==> src/rtl/genbus_master.sv <==
// genbus_master: single-outstanding bus initiator (IDLE/ACCESS/RESP).
// Ports: cmd_* request, rsp_* completion, adr/mdata/we/re/sdata/ws bus.
module genbus_master #(
  parameter int unsigned ID      = 0,
  parameter int unsigned TIMEOUT = 15
) (
  input  logic        clk,
  input  logic        rst,
  input  logic        cmd_valid,
  output logic        cmd_ready,
  input  logic        cmd_write,
  input  logic [1:0]  cmd_be,
  input  logic [15:0] cmd_adr,
  input  logic [15:0] cmd_wdata,
  output logic        rsp_valid,
  output logic [15:0] rsp_rdata,
  output logic        rsp_err,
  output logic [7:0]  mid,
  output logic [15:0] adr,
  output logic [15:0] mdata,
  output logic [1:0]  we,
  output logic [1:0]  re,
  input  logic [15:0] sdata,
  input  logic        ws
);

  localparam int CLOG = $clog2(TIMEOUT + 1);
  localparam int CW   = (CLOG < 1) ? 1 : CLOG;
  localparam bit TO_EN = (TIMEOUT != 0);
  localparam logic [CW-1:0] CNT_LAST =
    CW'(TO_EN ? TIMEOUT - 1 : 0);
  localparam logic [CW-1:0] CNT_MAX = '1;
  localparam logic [31:0] IDW = 32'(ID);

  typedef enum logic [1:0] {
    IDLE,
    ACCESS,
    RESP
  } state_e;

  state_e        state_q, state_d;
  logic [15:0]   adr_q, adr_d;
  logic [15:0]   mdata_q, mdata_d;
  logic [1:0]    we_q, we_d;
  logic [1:0]    re_q, re_d;
  logic [15:0]   rdata_q, rdata_d;
  logic          err_q, err_d;
  logic [CW-1:0] cnt_q, cnt_d;
  logic [15:0]   rd_bytes;

  // Read strobes double as the byte mask for returned data;
  // they are zero for writes, so writes return 0.
  assign rd_bytes = {
    re_q[1] ? sdata[15:8] : 8'h00,
    re_q[0] ? sdata[7:0]  : 8'h00
  };

  always_comb begin
    state_d = state_q;
    adr_d   = adr_q;
    mdata_d = mdata_q;
    we_d    = we_q;
    re_d    = re_q;
    rdata_d = rdata_q;
    err_d   = err_q;
    cnt_d   = cnt_q;
    unique case (state_q)
      IDLE: begin
        if (cmd_valid) begin
          rdata_d = '0;
          err_d   = 1'b0;
          cnt_d   = '0;
          if (cmd_be != 2'b00) begin
            adr_d   = cmd_adr;
            mdata_d = cmd_wdata;
            we_d    = cmd_write ? cmd_be : 2'b00;
            re_d    = cmd_write ? 2'b00 : cmd_be;
            state_d = ACCESS;
          end else begin
            state_d = RESP;
          end
        end
      end
      ACCESS: begin
        if (!ws) begin
          rdata_d = rd_bytes;
          we_d    = 2'b00;
          re_d    = 2'b00;
          state_d = RESP;
        end else if (TO_EN && cnt_q == CNT_LAST) begin
          rdata_d = '0;
          err_d   = 1'b1;
          we_d    = 2'b00;
          re_d    = 2'b00;
          state_d = RESP;
        end else if (cnt_q != CNT_MAX) begin
          cnt_d = cnt_q + 1'b1;
        end
      end
      RESP: begin
        state_d = IDLE;
      end
      default: begin
        state_d = IDLE;
      end
    endcase
  end

  always_ff @(posedge clk or negedge rst) begin
    if (!rst) begin
      state_q <= IDLE;
      adr_q   <= '0;
      mdata_q <= '0;
      we_q    <= '0;
      re_q    <= '0;
      rdata_q <= '0;
      err_q   <= 1'b0;
      cnt_q   <= '0;
    end else begin
      state_q <= state_d;
      adr_q   <= adr_d;
      mdata_q <= mdata_d;
      we_q    <= we_d;
      re_q    <= re_d;
      rdata_q <= rdata_d;
      err_q   <= err_d;
      cnt_q   <= cnt_d;
    end
  end

  // Ready is gated by reset so it reads low while rst is held.
  assign cmd_ready = (state_q == IDLE) && rst;
  assign rsp_valid = (state_q == RESP);
  assign rsp_rdata = rdata_q;
  assign rsp_err   = err_q;
  assign mid       = IDW[7:0];
  assign adr       = adr_q;
  assign mdata     = mdata_q;
  assign we        = we_q;
  assign re        = re_q;

endmodule

==> config.mk <==
export PLATFORM = sky130hd
export DESIGN_NAME = genbus_master
export DESIGN_NICKNAME = d
export VERILOG_FILES = /design/src/rtl/genbus_master.sv
export SDC_FILE = /design/constraint.sdc
export NUM_CORES = 1
export LEC_CHECK = 0
export ABC_AREA = 1
export ABC_CLOCK_PERIOD_IN_PS = 2300
export BUFFER_PORTS_ARGS = -buffer_cell sky130_fd_sc_hd__buf_2
export CORE_ASPECT_RATIO = 0.6
export CORE_MARGIN = 4
export CORE_UTILIZATION = 48
export DETAILED_ROUTE_END_ITERATION = 8
export GPL_TIMING_DRIVEN = 0
export PLACE_DENSITY = 0.91
export SLEW_MARGIN = 30
export SYNTH_ARGS = -nofsm -noshare
export SYNTH_HDL_FRONTEND = slang
export SYNTH_SLANG_ARGS = --single-unit
==> constraint.sdc <==
create_clock -name clk -period 2.3 [get_ports clk]
set_input_delay 0.575 -clock clk [delete_from_list [all_inputs] [get_ports clk]]
set_output_delay 0.575 -clock clk [all_outputs]
set_load 0.1 [all_outputs]
After elaboration in Yosys (flattened, before gate mapping)
Cells that the tools add are included.

Register bits after elaboration: 59. Bits of input ports: 55. Output and inout bits: 63. Logic and storage cells: 60.

$add $sub $neg: 1. Equal/unequal tests: 11. Muxes and demuxes: 30. Reductions and logical operators: 10.

Operators by type and width (count): $mux 16 (3); $pmux 16 s2 (1); $mux 2 (12); $mux 4 (4); $mux 8 (2); $ne 2x2->1 const B (6); $pmux 2 s2 (3); $pmux 4 s2 (1); $reduce_and 4->1 (2); $reduce_and 3->1 (2); $reduce_and 5->1 (1); $add 4x1->4 const B (1); $eq 4x4->1 const B (1); $ne 4x4->1 const B (1); $reduce_bool 2->1 (2); $mux 1 (3); $ne 3x3->1 const B (1); $eq 2x1->1 const B (1); $eq 2x2->1 const B (1); $logic_not 2->1 (1); $pmux 1 s2 (1); $reduce_and 2->1 (1); $logic_and 1x1->1 (1).

Depth between registers and ports, before layout
Gate-level depths: netlist of run 1.

Word-level depth: 5. Mapped depth: 9.

Least setup slack after synthesis of run 1
OpenSTA, ideal clock, no wires.

Path kind: input port to output port. Start point: input port rst. End point: output port cmd_ready. Arrival time: 2757 ps. Path slack: -1032 ps. Stages on the path: 1. Path buffers: 0. Path through: nor3b_1.

Cells in the longest elaborated chain, start to end: 1.

RTL lines: from (decl) (line 8) `input logic rst,`; $logic_and 1x1->1 (line 132) `assign cmd_ready = (state_q == IDLE) && rst;`; to (decl) (line 10) `output logic cmd_ready,`.

Every way passes these cells.

Worst setup path after layout of run 1
Same ends and word-level chain as after synthesis.

==> impl_metrics.csv, run 1 <==
group,metric,value,unit
outcome,outcome,"complete, no violations",
detailed_routing,vias,2424,
timing,final.setup.tns,0,ps
place,hpwl,4794,µm
clock_network,cts_tree,"done",
detailed_routing,drt.antenna.violating_nets,0,
floorplanning,core_area,0.005205,mm²
grt,grt_max_degree,61,
yosys,synth_cell_type_count,23,
floorplanning,dieArea,0.006845,mm²
floorplanning,rows,20,
grt,grt_pass1_vias,2227,
critical_path,r2r_start,"cnt_q[0]",
yosys,ys_ff_latch,59,
critical_path,arrival,1510,ps
floorplanning,start_util,0.5118,
clock_network,cts_root_buffer,"clkbuf_8",
critical_path,startpoint,"rst",
timing,drv_slew,0,
critical_path,start_kind,"primary input",
clock_network,cts_setup_buffers,0,
final_layout,final_cell_mix,"109 x buf_2, 103 x nand2_1, 59 x dfrtp_1",
final_layout,final_common_cell,"buf_2",
final_layout,syn2layout_area_growth,33.30,%
final_layout,regArea,0.001476,mm²
timing,period_share,0.9067,
final_layout,fin_util,0.6822,
job,drv_cap,0,
yosys,avgSynthCellArea,8.565,µm²
floorplanning,die_y,65.71,µm
detailed_routing,wl,6291,µm
timing,rsz0062_at_grt,"false",
clock_network,cts_hold_buf,0,
detailed_routing,wl_per_cell,12.36,µm
final_layout,multiInputGateArea,933.4,µm²
grt,grt_pass1_wl,10160,µm
detailed_routing,drc_errors,0,
timing,fin_skew,7.411,ps
floorplanning,ios,118,
yosys,synth_cells,311,
grt,antenna_found_initial,0,
clock_network,cts_buffers,9,
hold_path,hold_class,"primary input to asynchronous set/reset pin",
place,finalWeightedCongestion,0.8277,
timing,fin_hold_ws,152.4,ps
final_layout,layout-drive-gt1-share,0.3454,
place,io_buffer_count,109,
detailed_routing,post_drt_via_cell_ratio,4.762,
detailed_routing,drt_pre_antenna_iters,7,
critical_path,critical_path.max_fanout,60,
critical_path,critPathRequiredTime,1730,ps
clock_network,cts_max_path_buffers,2,
grt,grt_usage,0.1873,
yosys,ys_seq_area_frac,0.5543,
floorplanning,fp.dieW,104.2,µm
final_layout,layout.nets,495,
critical_path,worst_setup_path_end_kind,"output pin",
clock_network,cts.sink_count,59,
timing,clock.fmax,0.4795,GHz
yosys,synth_area,0.002664,mm²
final_layout,fillCellCount,431,
final_layout,diodes,0,
clock_network,cts.clk_slew.worst_paths,70,ps
timing,finalSetupViolations,0,
timing,finalCriticalPeriod,2085,ps
timing,finalHoldViolations,0,
clock_network,clkLatencyLatePin,320,ps
detailed_routing,drt-initial-drc-count,125,
critical_path,path_class,"primary input to output pin",
grt,grt_overflow,0,
clock_network,htree_num_levels,3,
yosys,yosys_warnings,0,
-- final cells by class --
class,instances,share of cell area
clock buffers,11,0.04264
multi-input cells,199,0.2629
plain buffers,19,0.03770
inverters,41,0.04334
clock inverters,5,0.01727
well taps,66,0.02326
flip-flops and latches,59,0.4158
repair buffers,109,0.1572
-- kinds of logic after synthesis --
family,Yosys count,share of synthesized area
AND/OR/NAND/NOR,155,0.2630
buffers and inverters,60,0.1080
flip-flops,59,0.5543
AO/OA/AOI/OAI,34,0.06388
adder cells (fa/ha/maj),2,0.009393
other,1,0.001408
-- through the flow --
step | setup slack [ps] | instance area [µm²] | std cells
finish | 214.6 | 3551 | 509
global route | 84.26 | 3551 | 509
CTS | 72.21 | 3548 | 509
detailed placement | -210.9 | 3328 | 493
global placement | -682.5 | 3326 | 493
floorplan | -43.20 | 2698 | 318
-- sequential cells by signal (all words and copies together), names as in the netlist --
signal,flops
adr,16
cnt_q,4
mdata,16
re,2
rsp_err,1
rsp_rdata,16
state_q,2
we,2
-- per-layer routing --
layer / share of wire / wire [µm] / global-route usage / vias to the layer above
met1: 0.46 / 2867 / 0.2427 / 1111
met3: 0.077 / 485 / 0.05496 / 4
met2: 0.46 / 2908 / 0.3115 / 102
met4: 0.0049 / 31 / 0.04975 / 0
li1: - / - / - / 1207
met5: 0 / 0 / 0 / -
-- final timing paths --
check                           depth (start not counted)       endpoint  slack, ps
worst max-delay path                                    3      cmd_ready        210
worst min-delay path                                    1     state_q[0]        150
worst max register to register                          8   rsp_rdata[8]        800
worst min register to register                          2  rsp_rdata[14]        470
max in group asynchronous                               1   rsp_rdata[9]       1800
min in group clk                                        2  rsp_rdata[14]        470
-- synth_stat cells --
library cell | n | area, µm²
inv_2 | 2 | 7.510
clkbuf_1 | 1 | 3.750
buf_8 | 1 | 15.01
nand3_4 | 1 | 17.52
nor3b_1 | 1 | 7.510
a21oi_1 | 1 | 5.000
ha_1 | 2 | 25.02
buf_1 | 2 | 7.510
nand4_1 | 5 | 31.28
conb_1 | 1 | 3.750
o21ai_0 | 33 | 165.2
nand2_2 | 1 | 6.260
nand2_1 | 103 | 386.6
nor2_8 | 1 | 20.02
nand3_1 | 23 | 115.1
nand3b_1 | 1 | 7.510
nor2_4 | 2 | 22.52
dfrtp_1 | 59 | 1476
nand2_4 | 3 | 33.78
buf_4 | 13 | 97.59
nor2_1 | 14 | 52.55
inv_1 | 39 | 146.4
buf_2 | 2 | 10.01
-- worst max-delay path, stage by stage --
cell and delay, ps:
buf_8 320, nor3b_2 250, clkbuf_4 350
-- timing repair --
item,4_1_cts,5_1_grt
endpoints found under the setup margin,1,1
gates resized for setup,2,1
endpoints found under the hold margin,0,0
Power of run 1 is left out: the tool's default activity adds up to more than one toggle a clock period on the data nets, which glitch-free logic cannot reach.
==> run 2: changes to the inputs <==
CELL_PAD_IN_SITES_DETAIL_PLACEMENT = 1   (was unset)
CELL_PAD_IN_SITES_GLOBAL_PLACEMENT = 2   (was unset)
CORE_UTILIZATION = 28   (was 48)
PLACE_DENSITY = 0.95   (was 0.91)
==> run 2 against run 1 <==
Effect of this change:
- routed wire length grew 20%
- utilization fell by 28 points
- flip-flop and latch count unchanged
- highest routed layer unchanged
- clock skew barely moved
- via count grew 0.58%
- sequential share of layout area is 1.6 points lower
- register-to-register slack about the same
- hold slack better by 32 ps
- setup slack lost 40 ps
==> impl_metrics.csv, run 2 (same netlist as run 1, synthesis figures left out) <==
group,metric,value,unit
clock_network,cts_setup_buffers,0,
clock_network,clkLatencyLatePin,320,ps
place,io_buffer_count,109,
timing,drv_slew,0,
critical_path,reg2reg_depth,8,
timing,fin_hold_ws,184.0,ps
timing,rsz0062_at_grt,"false",
floorplanning,die_y,83.55,µm
critical_path,path_class,"primary input to output pin",
grt,use_met1,0.1819,
outcome,outcome,"complete, no violations",
timing,finalHoldViolations,0,
final_layout,fin_util,0.4004,
final_layout,final_cell_mix,"109 x buf_2, 103 x nand2_1, 59 x dfrtp_1",
clock_network,cts_tree,"done",
place,finalWeightedCongestion,0.7480,
timing,fin_skew,6.956,ps
job,drv_cap,0,
final_layout,diodes,0,
grt,grtUsageMet3,0.05843,
floorplanning,start_util,0.2888,
detailed_routing,drt_pre_antenna_iters,6,
grt,grt_max_degree,61,
clock_network,cts.clk_slew.worst_paths,50,ps
detailed_routing,wl,7525,µm
clock_network,cts_hold_buf,0,
floorplanning,dieArea,0.01119,mm²
critical_path,arrival,1550,ps
critical_path,start_kind,"primary input",
detailed_routing,post_drt_via_cell_ratio,4.255,
detailed_routing,drc_errors,0,
clock_network,htree_num_levels,3,
clock_network,cts_max_path_buffers,2,
final_layout,final_common_cell,"buf_2",
critical_path,worst_setup_path_end_kind,"output pin",
hold_path,hold_class,"primary input to asynchronous set/reset pin",
final_layout,layout-drive-gt1-share,0.3386,
timing,period_share,0.9242,
place,place_area,0.003408,mm²
place,hpwl,5832,µm
timing,worst_slack,174.4,ps
timing,clock.fmax,0.4705,GHz
clock_network,cts_buffers,9,
floorplanning,rows,27,
grt,grt_overflow,0,
timing,finalSetupViolations,0,
detailed_routing,drt.antenna.violating_nets,0,
critical_path,critPathRequiredTime,1730,ps
detailed_routing,drt-initial-drc-count,62,
timing,finalCriticalPeriod,2126,ps
grt,antenna_found_initial,0,
grt,grt_usage,0.1402,
detailed_routing,wl_per_cell,13.13,µm
grt,grt_pass1_vias,2577,
place,place_ws,-258.6,ps
final_layout,fin_area,0.003692,mm²
floorplanning,ios,118,
grt,use_met2,0.2162,
detailed_routing,vias,2438,
final_layout,layout.nets,495,
clock_network,cts_root_buffer,"clkbuf_16",
floorplanning,fp.dieW,133.9,µm
floorplanning,core_area,0.009223,mm²
final_layout,syn2layout_area_growth,38.61,%
clock_network,cts.sink_count,59,
grt,busiest_layer,"met2",
grt,grt_pass1_wl,12730,µm
clock_network,cts_resized,2,
critical_path,critical_path.max_fanout,60,
critical_path,reg2reg_setup_slack,800,ps
run 2: metrics by stage:
step | setup TNS (ps) | cells
after floorplan | -43.20 | 318
after global placement | -710.7 | 557
after detailed placement | -258.6 | 557
after CTS | 0 | 573
after global routing | 0 | 573
final | 0 | 573
run 2: worst max-delay path, stage by stage:
cell      delay [ps]
buf_8            350
nor3b_2          240
clkbuf_4         350
run 2: area by class of cell:
class	count	area, µm²
buffer	19	133.9
clock inverter	2	10.01
fill	1158	5530
inverter	41	153.9
sequential	59	1476
multi-input combinational	199	933.4
clock buffer	14	264.0
timing repair buffer	109	558.0
tap	130	162.7
run 2: metal layers:
layer  routed length [µm]  up-vias
met2                 3339       79
met4                   72        0
li1                     -     1207
met3                  611        7
met1                 3502     1145
met5                    0        -
run 2: path summary, 6_finish.rpt:
check                                to          from
setup / recovery              cmd_ready           rst
hold / removal             rsp_rdata[0]           rst
setup reg to reg           rsp_rdata[9]      cnt_q[0]
hold reg to reg            rsp_rdata[6]  rsp_rdata[6]
max in group asynchronous     mdata[11]           rst
min in group clk           rsp_rdata[6]  rsp_rdata[6]
Power of run 2 is left out for the same reason.
